$ cat config.mk
export PLATFORM = sky130hd
export DESIGN_NAME = reg_bank_arbiter
export DESIGN_NICKNAME = d
export VERILOG_FILES = /design/src/rtl/reg_arb_pkg.sv /design/src/rtl/rr_arbiter.sv /design/src/rtl/reg_bank_arbiter.sv
export SDC_FILE = /design/constraint.sdc
export NUM_CORES = 1
export LEC_CHECK = 0
export ABC_AREA = 1
export CORE_ASPECT_RATIO = 0.9
export CORE_MARGIN = 2
export CORE_UTILIZATION = 42
export DETAILED_ROUTE_END_ITERATION = 7
export GPL_TIMING_DRIVEN = 0
export PLACE_DENSITY = 0.92
export SLEW_MARGIN = 10
export SYNTH_ARGS = -nofsm -noshare
export SYNTH_HDL_FRONTEND = slang
export SYNTH_SLANG_ARGS = --single-unit
$ cat constraint.sdc
create_clock -name clk -period 2 [get_ports clk]
set_clock_uncertainty 0.1 [all_clocks]
set_input_delay 0.2 -clock clk [delete_from_list [all_inputs] [get_ports clk]]
set_output_delay 0.2 -clock clk [all_outputs]
set_load 0.005 [all_outputs]
$ cat src/rtl/reg_arb_pkg.sv
// ============================================================================
//  Module   : reg_arb_pkg
//  Brief    : Shared types and constants for the register-bank arbiter.
//  Revision : 1.0 - initial release
// ============================================================================
`default_nettype none

package reg_arb_pkg;

    typedef enum logic [1:0] {
        IDLE   = 2'd0,
        ISSUE  = 2'd1,
        SETTLE = 2'd2,
        RESP   = 2'd3
    } arb_state_t;

    localparam logic [3:0] RO_IDX  = 4'd3;
    localparam int         IDX_LSB = 2;
    localparam int         IDX_MSB = 5;

endpackage

`default_nettype wire

$ cat src/rtl/rr_arbiter.sv
// ============================================================================
//  Module   : rr_arbiter
//  Brief    : Combinational round-robin pick: first request at/after ptr.
//  Revision : 1.0 - initial release
// ============================================================================
`default_nettype none

module rr_arbiter
    import reg_arb_pkg::*;
#(
    parameter int NUM_REQ = 2,
    parameter int IDX_W   = 1
) (
    input  logic [NUM_REQ-1:0] req,
    input  logic [IDX_W-1:0]   ptr,
    output logic [NUM_REQ-1:0] grant,
    output logic [IDX_W-1:0]   grant_idx,
    output logic               any
);

    always_comb begin
        grant     = '0;
        grant_idx = '0;
        any       = 1'b0;
        for (int k = 0; k < NUM_REQ; k++) begin
            if (!any && req[(int'(ptr) + k) % NUM_REQ]) begin
                any                                = 1'b1;
                grant[(int'(ptr) + k) % NUM_REQ]   = 1'b1;
                grant_idx                          = IDX_W'((int'(ptr) + k) % NUM_REQ);
            end
        end
    end

endmodule

`default_nettype wire

$ cat src/rtl/reg_bank_arbiter.sv
// ============================================================================
//  Module   : reg_bank_arbiter
//  Brief    : Round-robin share of the register bank's write/read ports, one
//             transaction in flight, fixed settle window before the response.
//             Optional macro REG_ARB_RO_CHECK_EN rejects writes to word RO_IDX.
//  Revision : 1.0 - initial release
// ============================================================================
`default_nettype none

module reg_bank_arbiter
    import reg_arb_pkg::*;
#(
    parameter int NUM_REQ       = 2,
    parameter int SETTLE_CYCLES = 2
) (
    input  logic                  clk,
    input  logic                  reset_n,
    input  logic [NUM_REQ-1:0]    req_valid,
    input  logic [NUM_REQ-1:0]    req_write,
    input  logic [NUM_REQ*32-1:0] req_addr,
    input  logic [NUM_REQ*32-1:0] req_wdata,
    output logic [NUM_REQ-1:0]    req_ready,
    output logic [NUM_REQ-1:0]    rsp_valid,
    input  logic [NUM_REQ-1:0]    rsp_ready,
    output logic [31:0]           rsp_rdata,
    output logic                  rsp_err,
    output logic                  write_en,
    output logic [31:0]           write_addr,
    output logic [31:0]           write_data,
    output logic [31:0]           read_addr,
    input  logic [31:0]           read_data
);

    localparam int IDX_W = (NUM_REQ > 1) ? $clog2(NUM_REQ) : 1;
    localparam int CNT_W = 4;

    arb_state_t         state;
    arb_state_t         state_nxt;
    logic [IDX_W-1:0]   ptr;
    logic [IDX_W-1:0]   grant_idx;
    logic [IDX_W-1:0]   pick_idx;
    logic [NUM_REQ-1:0] pick_onehot;
    logic               pick_any;
    logic               lat_write;
    logic               lat_ro;
    logic [CNT_W-1:0]   settle_cnt;
    logic [31:0]        sel_addr;
    logic [31:0]        sel_wdata;
    logic               sel_write;
    logic [IDX_W-1:0]   ptr_next;

    rr_arbiter #(
        .NUM_REQ (NUM_REQ),
        .IDX_W   (IDX_W)
    ) u_rr_arbiter (
        .req       (req_valid),
        .ptr       (ptr),
        .grant     (pick_onehot),
        .grant_idx (pick_idx),
        .any       (pick_any)
    );

    assign sel_addr  = req_addr[32*int'(pick_idx) +: 32];
    assign sel_wdata = req_wdata[32*int'(pick_idx) +: 32];
    assign sel_write = req_write[pick_idx];
    assign ptr_next  = (grant_idx == IDX_W'(NUM_REQ - 1)) ? '0 : grant_idx + IDX_W'(1);

`ifdef REG_ARB_RO_CHECK_EN
    always_ff @(posedge clk or negedge reset_n) begin
        if (!reset_n) begin
            lat_ro <= 1'b0;
        end else if (state == IDLE && pick_any) begin
            lat_ro <= sel_write && (sel_addr[IDX_MSB:IDX_LSB] == RO_IDX);
        end
    end
    assign rsp_err = (state == RESP) && lat_ro;
`else
    assign lat_ro  = 1'b0;
    assign rsp_err = 1'b0;
`endif

    always_comb begin
        state_nxt = state;
        req_ready = '0;
        rsp_valid = '0;
        write_en  = 1'b0;
        case (state)
            IDLE: begin
                if (pick_any) begin
                    req_ready = pick_onehot;
                    state_nxt = ISSUE;
                end
            end
            ISSUE: begin
                write_en  = lat_write && !lat_ro;
                state_nxt = SETTLE;
            end
            SETTLE: begin
                if (settle_cnt == '0) state_nxt = RESP;
            end
            RESP: begin
                rsp_valid[grant_idx] = 1'b1;
                if (rsp_ready[grant_idx]) state_nxt = IDLE;
            end
            default: state_nxt = IDLE;
        endcase
    end

    // Bank-side address/data registers double as the request latch and keep
    // their value between transactions.
    always_ff @(posedge clk or negedge reset_n) begin
        if (!reset_n) begin
            state      <= IDLE;
            ptr        <= '0;
            grant_idx  <= '0;
            lat_write  <= 1'b0;
            settle_cnt <= '0;
            write_addr <= '0;
            write_data <= '0;
            read_addr  <= '0;
            rsp_rdata  <= '0;
        end else begin
            state <= state_nxt;
            case (state)
                IDLE: begin
                    if (pick_any) begin
                        grant_idx <= pick_idx;
                        lat_write <= sel_write;
                        if (sel_write) begin
                            write_addr <= sel_addr;
                            write_data <= sel_wdata;
                        end else begin
                            read_addr <= sel_addr;
                        end
                    end
                end
                ISSUE: settle_cnt <= CNT_W'(SETTLE_CYCLES - 1);
                SETTLE: begin
                    if (settle_cnt == '0) begin
                        rsp_rdata <= lat_write ? 32'd0 : read_data;
                    end else begin
                        settle_cnt <= settle_cnt - CNT_W'(1);
                    end
                end
                RESP: begin
                    if (rsp_ready[grant_idx]) ptr <= ptr_next;
                end
                default: ;
            endcase
        end
    end

endmodule

`default_nettype wire

Word-level counts from Yosys, hierarchy flattened
Cells that the tools add are included.

word-level totals
  flip-flop bits (word level) = 137
  input bits = 168
  output and inout bits = 134
  word-level logic and storage cells = 79

cells by class
  add/subtract/negate cells = 3
  magnitude comparators = 7
  equal/unequal tests = 7
  shift-type cells = 2
  multiplexer cells = 33
  bitwise gates (word level) = 3
  reductions and logical operators = 15

operators with widths
  operator               number
  $shiftx A64 B7 Y32     2
  $mux W32               1
  $mux W1                18
  $mux W2                8
  $reduce_and A3 Y1      3
  $ne A2 B2 Y1 const B   4
  $pmux W2 S4            1
  $pmux W4 S2            1
  $reduce_and A2 Y1      4
  $lt A1 B2 Y1 const B   3
  $eq A2 B2 Y1 const B   2
  $logic_and A1 B1 Y1    4
  $logic_not A4 Y1       1
  $mux W4                1
  $sub A4 B1 Y4 const B  1
  $demux W1 S1           3
  $lt A2 B3 Y1 const B   1
  $add A1 B1 Y1 const B  2
  $eq A2 B1 Y1 const B   1
  $ge A1 B1 Y1 const B   2
  $ge A2 B1 Y1 const B   1
  $logic_not A2 Y1       1
  $or A2 B2 Y2           1
  $reduce_bool A2 Y1     1
  3 further kinds        3

Depth between registers and ports, before layout
Gate-level depths: netlist of the first run.

  word-level depth = 11
  gate-level depth with buffers = 10
  gate-level depth less buffers = 9

Cells and area by module
Synthesis of the first run repeated with hierarchy kept, for this count alone.

unflattened totals
  cell total of the unflattened synthesis = 640
  area total of the unflattened synthesis = 6,083.3 um^2

by module, submodules not included
  module            times used  cells an instance  area each (um^2)  sequential area each (um^2)
  reg_bank_arbiter  1           633                6,053.3           3,428.3
  rr_arbiter        1           7                  30.0              0.0

Worst setup path before layout of the first run
No wires, ideal clock.

  path type = reg2reg
  start = reg state[0]
  end = reg rsp_rdata[30]
  library setup time = 0.133 ns
  arrival time = 1.283 ns
  required time = 1.767 ns
  path slack = 0.484 ns
  stages on the path, launching flop included = 7
  path buffers = 2
  clock period less this slack = 1.516 ns
  cells stage by stage = dfrtp_1 inv_1 ha_1 nand3_1 buf_2 clkbuf_1 o21ai_0

between the ends
  longest elaborated chain between the ends = 2

RTL lines
  item                         RTL line                 RTL
  start: declaration           reg_bank_arbiter.sv:37   arb_state_t state;
  start signal: assignment     reg_bank_arbiter.sv:123  state <= state_nxt;
  $eq A2 B2 Y1                 reg_bank_arbiter.sv:124  case (state)
  $reduce_and A2 Y1 (no line)  n/a
  end signal: assignment       reg_bank_arbiter.sv:140  rsp_rdata <= lat_write ? 32'd0 : read_data;
  end: declaration             reg_bank_arbiter.sv:25   output logic [31:0] rsp_rdata,

Every way passes these cells.
A chain may end at the register's enable or synchronous reset.

Worst setup path after layout of the first run
  start = reg state[0]
  end = reg rsp_rdata[12]

The elaborated chain is that of the path after synthesis.

==> summary.log, run 1 <==
INFO  power_and_ir_drop power_report.internal_total=9.22mW
INFO  timing         max_freq=499MHz
INFO  critical_path  regToRegEndpoint=rsp_rdata[12]
INFO  logic_synthesis synth-adder-area-share=0.946%
INFO  die            initial_utilization=43.0%
INFO  finish         layout-drive-gt1-share=8.59%
INFO  timing         layout_min_cycle_time=2.00ns
INFO  finish         fin_cells=1401
INFO  route          route.detailed.wl_per_inst=17.0um
INFO  global_route   antenna_found_initial=0
INFO  critical_path  critical_path.max_stage_delay=0.41ns
INFO  power_and_ir_drop ir_worst_vdd=0.652mV
INFO  logic_synthesis synth.area.mux_share=0%
INFO  critical_path  worstPathArrival=2.20ns
INFO  logic_synthesis synth_compound_gate_area_share=3.18%
INFO  clock_tree     clkLatencyLatePin=0.41ns
INFO  route          overall_routed_net_length=23800um
INFO  job            cap_violations=0
INFO  logic_synthesis yosys_most_used_dff=dfrtp_1
INFO  timing         max_slew.worst_pin.slew=0.732ns
INFO  critical_path  critical_path_cell_with_the_highest_stage_delay=dfrtp_1
INFO  logic_synthesis synth_most_common_cell=nand2_1
INFO  power_and_ir_drop static-leakage-power=5.30nW
INFO  die            dieArea=16800um^2
INFO  power_and_ir_drop total_switching_power=5.24mW
INFO  logic_synthesis synth_xor_xnor_area_share=0.132%
INFO  logic_synthesis synth_top_cells_by_area=dfrtp_1, nand2_1, nand3_1, o21ai_0, buf_2
INFO  logic_synthesis postSynthNetCount=1034
INFO  power_and_ir_drop combPwrFrac=46.8%
INFO  clock_tree     h-tree-depth=4
INFO  route          antenna_violating_nets_post_route=0
INFO  logic_synthesis synth.distinct_cells=25
INFO  clock_tree     clock-sinks=137
INFO  route          drt-vias-per-instance=5.22
INFO  timing         tns=-0.00336ns
INFO  clock_tree     clk_pin_slew_worst_paths=0.06ns
INFO  logic_synthesis synth-edff-count=0
INFO  timing         setup_repair_after_global_routing_missed_its_margin=yes
INFO  finish         multi_input_logic_area=2780um^2
INFO  place          finalWeightedCongestion=0.960
INFO  timing         postLayoutSetupSlackWorst=-0.00336ns
INFO  place          place_inst=1363
INFO  logic_synthesis post_synth_and_or_nand_nor_area_fraction=37.4%
INFO  critical_path  timing.critical_path.from_type=flip-flop
INFO  logic_synthesis synth-async-reset-ratio=100%
INFO  power_and_ir_drop power_per_cell_area=1370nW/um^2
INFO  die            die_h=123um
INFO  timing         timing.final.max_slew_violations=0
INFO  timing         min_period_over_period=100%
INFO  outcome        violations=negative setup slack
INFO  logic_synthesis synth.top_cells.by_count=nand2_1, nand3_1, dfrtp_1, o21ai_0, buf_2
INFO  timing         finalSetupViolations=1
INFO  finish         area_growth_syn_to_layout=59.3%
INFO  clock_tree     cts_tree=built
INFO  route          drt_pre_antenna_iters=5
INFO  critical_path  source_of_the_worst_register_to_register_timing_path=state[0]
INFO  logic_synthesis synth_top_cell_area_share=51.8%
INFO  global_route   global_route_wire_length_before_repair=36000um
INFO  global_route   overflow=0
INFO  clock_tree     cts_root_buf=clkbuf_16
INFO  critical_path  timing.reg2reg.setup_slack=-0.003ns
INFO  power_and_ir_drop p_sw_share=36.2%
INFO  global_route   largest_net_degree_at_the_start_of_global_routing=70
INFO  logic_synthesis yosysSeqAreaShare=51.8%
INFO  outcome        run_status=complete, but fails checks
INFO  logic_synthesis synth.cell_area=6620um^2
INFO  global_route   track_usage=28.1%
INFO  route          vias=7318
INFO  power_and_ir_drop power.share.sequential=32.2%
INFO  logic_synthesis syn_avg_cell_area=7.68um^2
INFO  worst_hold_path min_delay_path_class=input pin to async pin
INFO  clock_tree     cts_inserted_buffers=17
INFO  logic_synthesis ys_warnings=0
INFO  place          detailed_placer_s_ending_hpwl=18000um
INFO  critical_path  path_class=flip-flop to flip-flop
INFO  logic_synthesis post-synth-top-area-cell=dfrtp_1
INFO  finish         fillCellCount=1212
INFO  die            pin_count=302
INFO  die            core_area=15400um^2
INFO  timing         timing_hold_violations_final=0
INFO  timing         timing.max_slew.rel_slack=51.2%
INFO  critical_path  worst_r2r_path_depth=8
INFO  critical_path  worstPathRequired=2.19ns
INFO  global_route   first_global_vias=7159
INFO  critical_path  crit_start=state[0]
INFO  finish         seq_area=3430um^2
INFO  finish         num-nets-final=1360
INFO  logic_synthesis dominant_combinational_cell_family_by_area_after_synthesis=simple AND/OR/NAND/NOR gates
INFO  timing         fin_worst_hold_slack=0.262ns
INFO  route          drt_first_iter_violations=534
INFO  die            die_w=136um
INFO  place          place.port_buffers=299
INFO  logic_synthesis postSynthRegisterBits=137
INFO  clock_tree     cts.path.max_buffers=2
INFO  critical_path  cells_traversed_along_the_worst_timing_path=inv_2 -> buf_4 -> ha_1 -> nand3_1 -> buf_2 -> buf_1 -> nand2_1 -> o21ai_0
INFO  finish         diodes=0
INFO  die            row_count=43
INFO  critical_path  timing.critical_path.fanout_max=10
INFO  route          drc=0
INFO  logic_synthesis post_synth_inst_count=861
INFO  critical_path  cp-end-kind=flip-flop
INFO  power_and_ir_drop power_frac_clock=21.0%
INFO  power_and_ir_drop report.power.total=14.5mW
-- flip-flops by register name (all words and copies together) (netlist names), 2 cells and up --
register    flops
state           2
rsp_rdata      32
write_addr     32
write_data     32
read_addr      32
settle_cnt      4
-- worst max path at each step --
stage,to
finish,rsp_rdata[12]
global route,rsp_rdata[12]
CTS,req_ready[1]
detailed placement,req_ready[1]
global placement,write_data[18]
floorplan,rsp_rdata[30]
-- layout by cell type, fill, tap and decap left out, types with 2 or more instances in the layout --
cell             instances
nand2_1                414
clkdlybuf4s50_1        293
nand3_1                167
dfrtp_1                137
o21ai_0                 38
buf_2                   34
clkbuf_16               17
inv_1                   16
buf_4                   13
clkbuf_1                10
buf_6                    8
clkinv_2                 5
inv_2                    3
nor2_1                   3
clkbuf_2                 3
buf_1                    3
ha_1                     3
dlygate4sd2_1            3
nand2_2                  2
nor2_2                   2
nand3_2                  2
clkinvlp_4               2
clkinv_4                 2
bufinv_16                2
-- critical path: cells and delay by family (launching register included) --
family	cells	cell delay (ns)
fa+ha+maj	1	0.23
buf+inv	4	0.80
compound gates	1	0.14
simple gates	2	0.19
flops	1	0.41
-- cell families after synthesis --
logic type / after synthesis
AND/OR/NAND/NOR: 594
other: 1
flip-flops: 137
AO/OA/AOI/OAI: 41
XOR/XNOR: 1
buffers and inverters: 82
adder cells (fa/ha/maj): 5
-- routing by layer --
metal	part of all wire, %	GRT usage, %	up-vias	wire, um
li1	-	-	3412	-
met1	39	32.6	3444	9190
met2	49	49.2	410	11700
met3	9.7	9.31	52	2320
met4	2.6	9.18	0	618
met5	0	0	-	0
-- power groups by stage --
stage          registers [mW]  clock network [mW]  logic (mW)
3_3_place_gp             4.61                   0        6.38
5_1_grt                  4.77                3.21        7.39
2_1_floorplan            4.70                   0        2.76
3_5_place_dp             4.67                   0        6.59
6_report                 4.66                3.03        6.77
4_1_cts                  4.64                3.07        6.72
-- cell type report --
| class | instances | share of cell area (%) |
|---|---|---|
| flip-flops and latches | 137 | 32.5 |
| repair buffers | 308 | 29.2 |
| multi-input cells | 642 | 26.3 |
| clock buffers | 19 | 4.20 |
| plain buffers | 62 | 3.45 |
| well taps | 202 | 2.40 |
| clock inverters | 12 | 1.20 |
| inverters | 19 | 0.677 |
-- metrics by stage --
stage          instance area (um^2)  setup slack [ns]  util [%]
3_3_place_gp                   9860             -4.75      64.1
5_1_grt                       10500            -0.109      68.5
6_report                      10500          -0.00336      68.5
4_1_cts                       10500            0.0181      68.4
3_5_place_dp                   9890            -0.394      64.3
2_1_floorplan                  6620             0.484         -
-- what timing repair did --
action / in CTS / in global routing
endpoints found under the setup margin: 4 / 32
pin swaps: 1 / 0
buffers inserted: 5 / 2
hold buffers: 1 / 0
resized for setup: 12 / 9
hold endpoints to repair: 68 / 0
Note: power is estimated with default switching activity, not from simulation.
==> run 2, diff against run 1 <==
--- a/config.mk
+++ b/config.mk
@@ -8,10 +8,10 @@
 export ABC_AREA = 1
 export CORE_ASPECT_RATIO = 0.9
 export CORE_MARGIN = 2
-export CORE_UTILIZATION = 42
+export CORE_UTILIZATION = 45
 export DETAILED_ROUTE_END_ITERATION = 7
 export GPL_TIMING_DRIVEN = 0
-export PLACE_DENSITY = 0.92
+export PLACE_DENSITY = 0.95
 export SLEW_MARGIN = 10
 export SYNTH_ARGS = -nofsm -noshare
 export SYNTH_HDL_FRONTEND = slang
==> constraint.sdc (replaced) <==
create_clock -name clk -period 2.33 [get_ports clk]
set_clock_uncertainty 0.1 [all_clocks]
set_input_delay 0.233 -clock clk [delete_from_list [all_inputs] [get_ports clk]]
set_output_delay 0.233 -clock clk [all_outputs]
set_load 0.005 [all_outputs]
==> run 2 against run 1 <==
The flow now finishes without violations. Via count about the same. Sequential power decreased by 14%. Cell count decreased by 0.71%. Critical path depth decreased by 3. Core utilization increased by 3.3 points. Highest routed layer is now met5. Sequential share of layout area increased by 0.27 points. First-iteration DRC count increased by 16%. Die area decreased by 6.5%. Register-to-register slack improved by 0.32 ns. Worst setup slack improved by 0.12 ns. Routed wire length decreased by 1.4%. Worst hold slack got worse by 0.015 ns.
==> summary.log, run 2 (synthesized netlist as in run 1, its figures left out) <==
INFO  timing         finalSetupViolations=0
INFO  clock_tree     cts_inserted_buffers=17
INFO  die            row_count=42
INFO  global_route   global_route_wire_length_before_repair=36800um
INFO  critical_path  worstPathRequired=2.00ns
INFO  finish         layout-drive-gt1-share=7.80%
INFO  critical_path  crit_start=state[1]
INFO  finish         diodes=0
INFO  timing         timing_hold_violations_final=0
INFO  timing         max_freq=452MHz
INFO  job            cap_violations=0
INFO  place          detailed_placer_s_ending_hpwl=17600um
INFO  route          drt_pre_antenna_iters=5
INFO  timing         max_slew.worst_pin.slew=0.639ns
INFO  place          place.port_buffers=299
INFO  power_and_ir_drop power_per_cell_area=1170nW/um^2
INFO  route          vias=7321
INFO  die            die_w=132um
INFO  finish         most_frequent_cells_in_the_layout=nand2_1, clkdlybuf4s50_1, nand3_1
INFO  timing         min_period_over_period=95.0%
INFO  timing         timing.final.max_slew_violations=0
INFO  finish         area_growth_syn_to_layout=58.0%
INFO  power_and_ir_drop ir_worst_vdd=0.530mV
INFO  die            die_h=119um
INFO  clock_tree     cts_tree=built
INFO  clock_tree     cts.path.max_buffers=2
INFO  critical_path  timing.critical_path.from_type=flip-flop
INFO  place          dpl-instance-area=9880um^2
INFO  global_route   overflow=0
INFO  die            initial_utilization=45.4%
INFO  route          route.detailed.wl_per_inst=16.9um
INFO  timing         timing.max_slew.rel_slack=57.4%
INFO  global_route   track_usage=30.2%
INFO  timing         layout_min_cycle_time=2.21ns
INFO  critical_path  timing.critical_path.fanout_max=6
INFO  finish         final_common_cell=nand2_1
INFO  die            core_area=14600um^2
INFO  clock_tree     h-tree-depth=4
INFO  finish         multi_input_logic_area=2780um^2
INFO  timing         setup_repair_after_global_routing_missed_its_margin=no
INFO  place          dp_worst_setup_slack=-0.0998ns
INFO  place          finalWeightedCongestion=0.893
INFO  route          antenna_violating_nets_post_route=0
INFO  global_route   first_global_vias=7050
INFO  clock_tree     clock-sinks=137
INFO  finish         final_area=10500um^2
INFO  outcome        run_status=completed
INFO  clock_tree     clk_pin_slew_worst_paths=0.06ns
INFO  critical_path  cp-end-kind=output pin
INFO  finish         fillCellCount=1077
INFO  critical_path  path_class=flip-flop to output pin
INFO  die            dieArea=15700um^2
INFO  route          drc=0
INFO  die            pin_count=302
INFO  power_and_ir_drop static-leakage-power=5.20nW
INFO  critical_path  source_of_the_worst_register_to_register_timing_path=ptr
INFO  critical_path  worstPathArrival=1.88ns
INFO  clock_tree     cts_root_buf=clkbuf_16
INFO  global_route   antenna_found_initial=1
INFO  worst_hold_path min_delay_path_class=input pin to async pin
INFO  route          drt_first_iter_violations=619
INFO  clock_tree     clkLatencyLatePin=0.42ns
INFO  timing         postLayoutSetupSlackWorst=0.117ns
INFO  route          overall_routed_net_length=23500um
INFO  finish         num-nets-final=1353
INFO  finish         seq_area=3430um^2
INFO  global_route   largest_net_degree_at_the_start_of_global_routing=88
INFO  route          drt-vias-per-instance=5.26
## run 2: worst paths after layout
kind	endpoint	slack, ns	depth (start not counted)
min in group clk	rsp_rdata[26]	0.29	3
worst max-delay path	req_ready[1]	0.12	5
worst max register to register	read_addr[15]	0.32	9
worst min register to register	write_data[21]	0.37	2
worst min-delay path	read_addr[10]	0.25	2
max in group asynchronous	write_data[17]	1.09	3
## run 2: final cells by class
cell class              count  area share, %
clock inverters            14          0.970
well taps                 198           2.37
inverters                  19          0.682
repair buffers            302           29.1
clock buffers              18           4.20
plain buffers              61           3.32
multi-input cells         642           26.6
flip-flops and latches    137           32.8
## run 2: where the power goes
part           switching (mW)  internal [mW]
clock                    1.08           1.39
sequential              0.592           3.40
combinational            2.87           2.87
## run 2: per-stage QoR
step | utilization [%] | TNS (ns) | instances | hold slack [ns] | power, mW
3_3_place_gp | 67.7 | -607.26 | 1358 | 0.353 | 9.41
4_1_cts | 71.8 | 0 | 1391 | 0.248 | 12.2
6_report | 71.8 | 0 | 1391 | 0.247 | 12.2
5_1_grt | 71.8 | 0 | 1391 | 0.281 | 12.9
3_5_place_dp | 67.9 | -0.0998 | 1359 | 0.102 | 9.64
2_1_floorplan | - | 0 | 861 | -0.163 | 6.40
## run 2: critical path, cell delays in order (launching register included)
cell	delay, ns
dfrtp_1	0.41
inv_1	0.13
ha_4	0.18
inv_1	0.09
nor2_2	0.14
clkdlybuf4s50_1	0.52
## run 2: per-layer routing
layer | share of wire, % | GRT usage, % | vias up
li1 | - | - | 3394
met1 | 38 | 35.9 | 3437
met2 | 48 | 50.2 | 402
met3 | 8.7 | 8.17 | 86
met4 | 4.6 | 15.9 | 2
met5 | 0.055 | 0 | -
## run 2: timing repair
item	4_1_cts	5_1_grt
pin swaps	0	0
resized for setup	3	2
hold buffers	1	0
buffers inserted	1	0
setup endpoints to repair	1	1
hold endpoints to repair	50	0
cloned	0	0
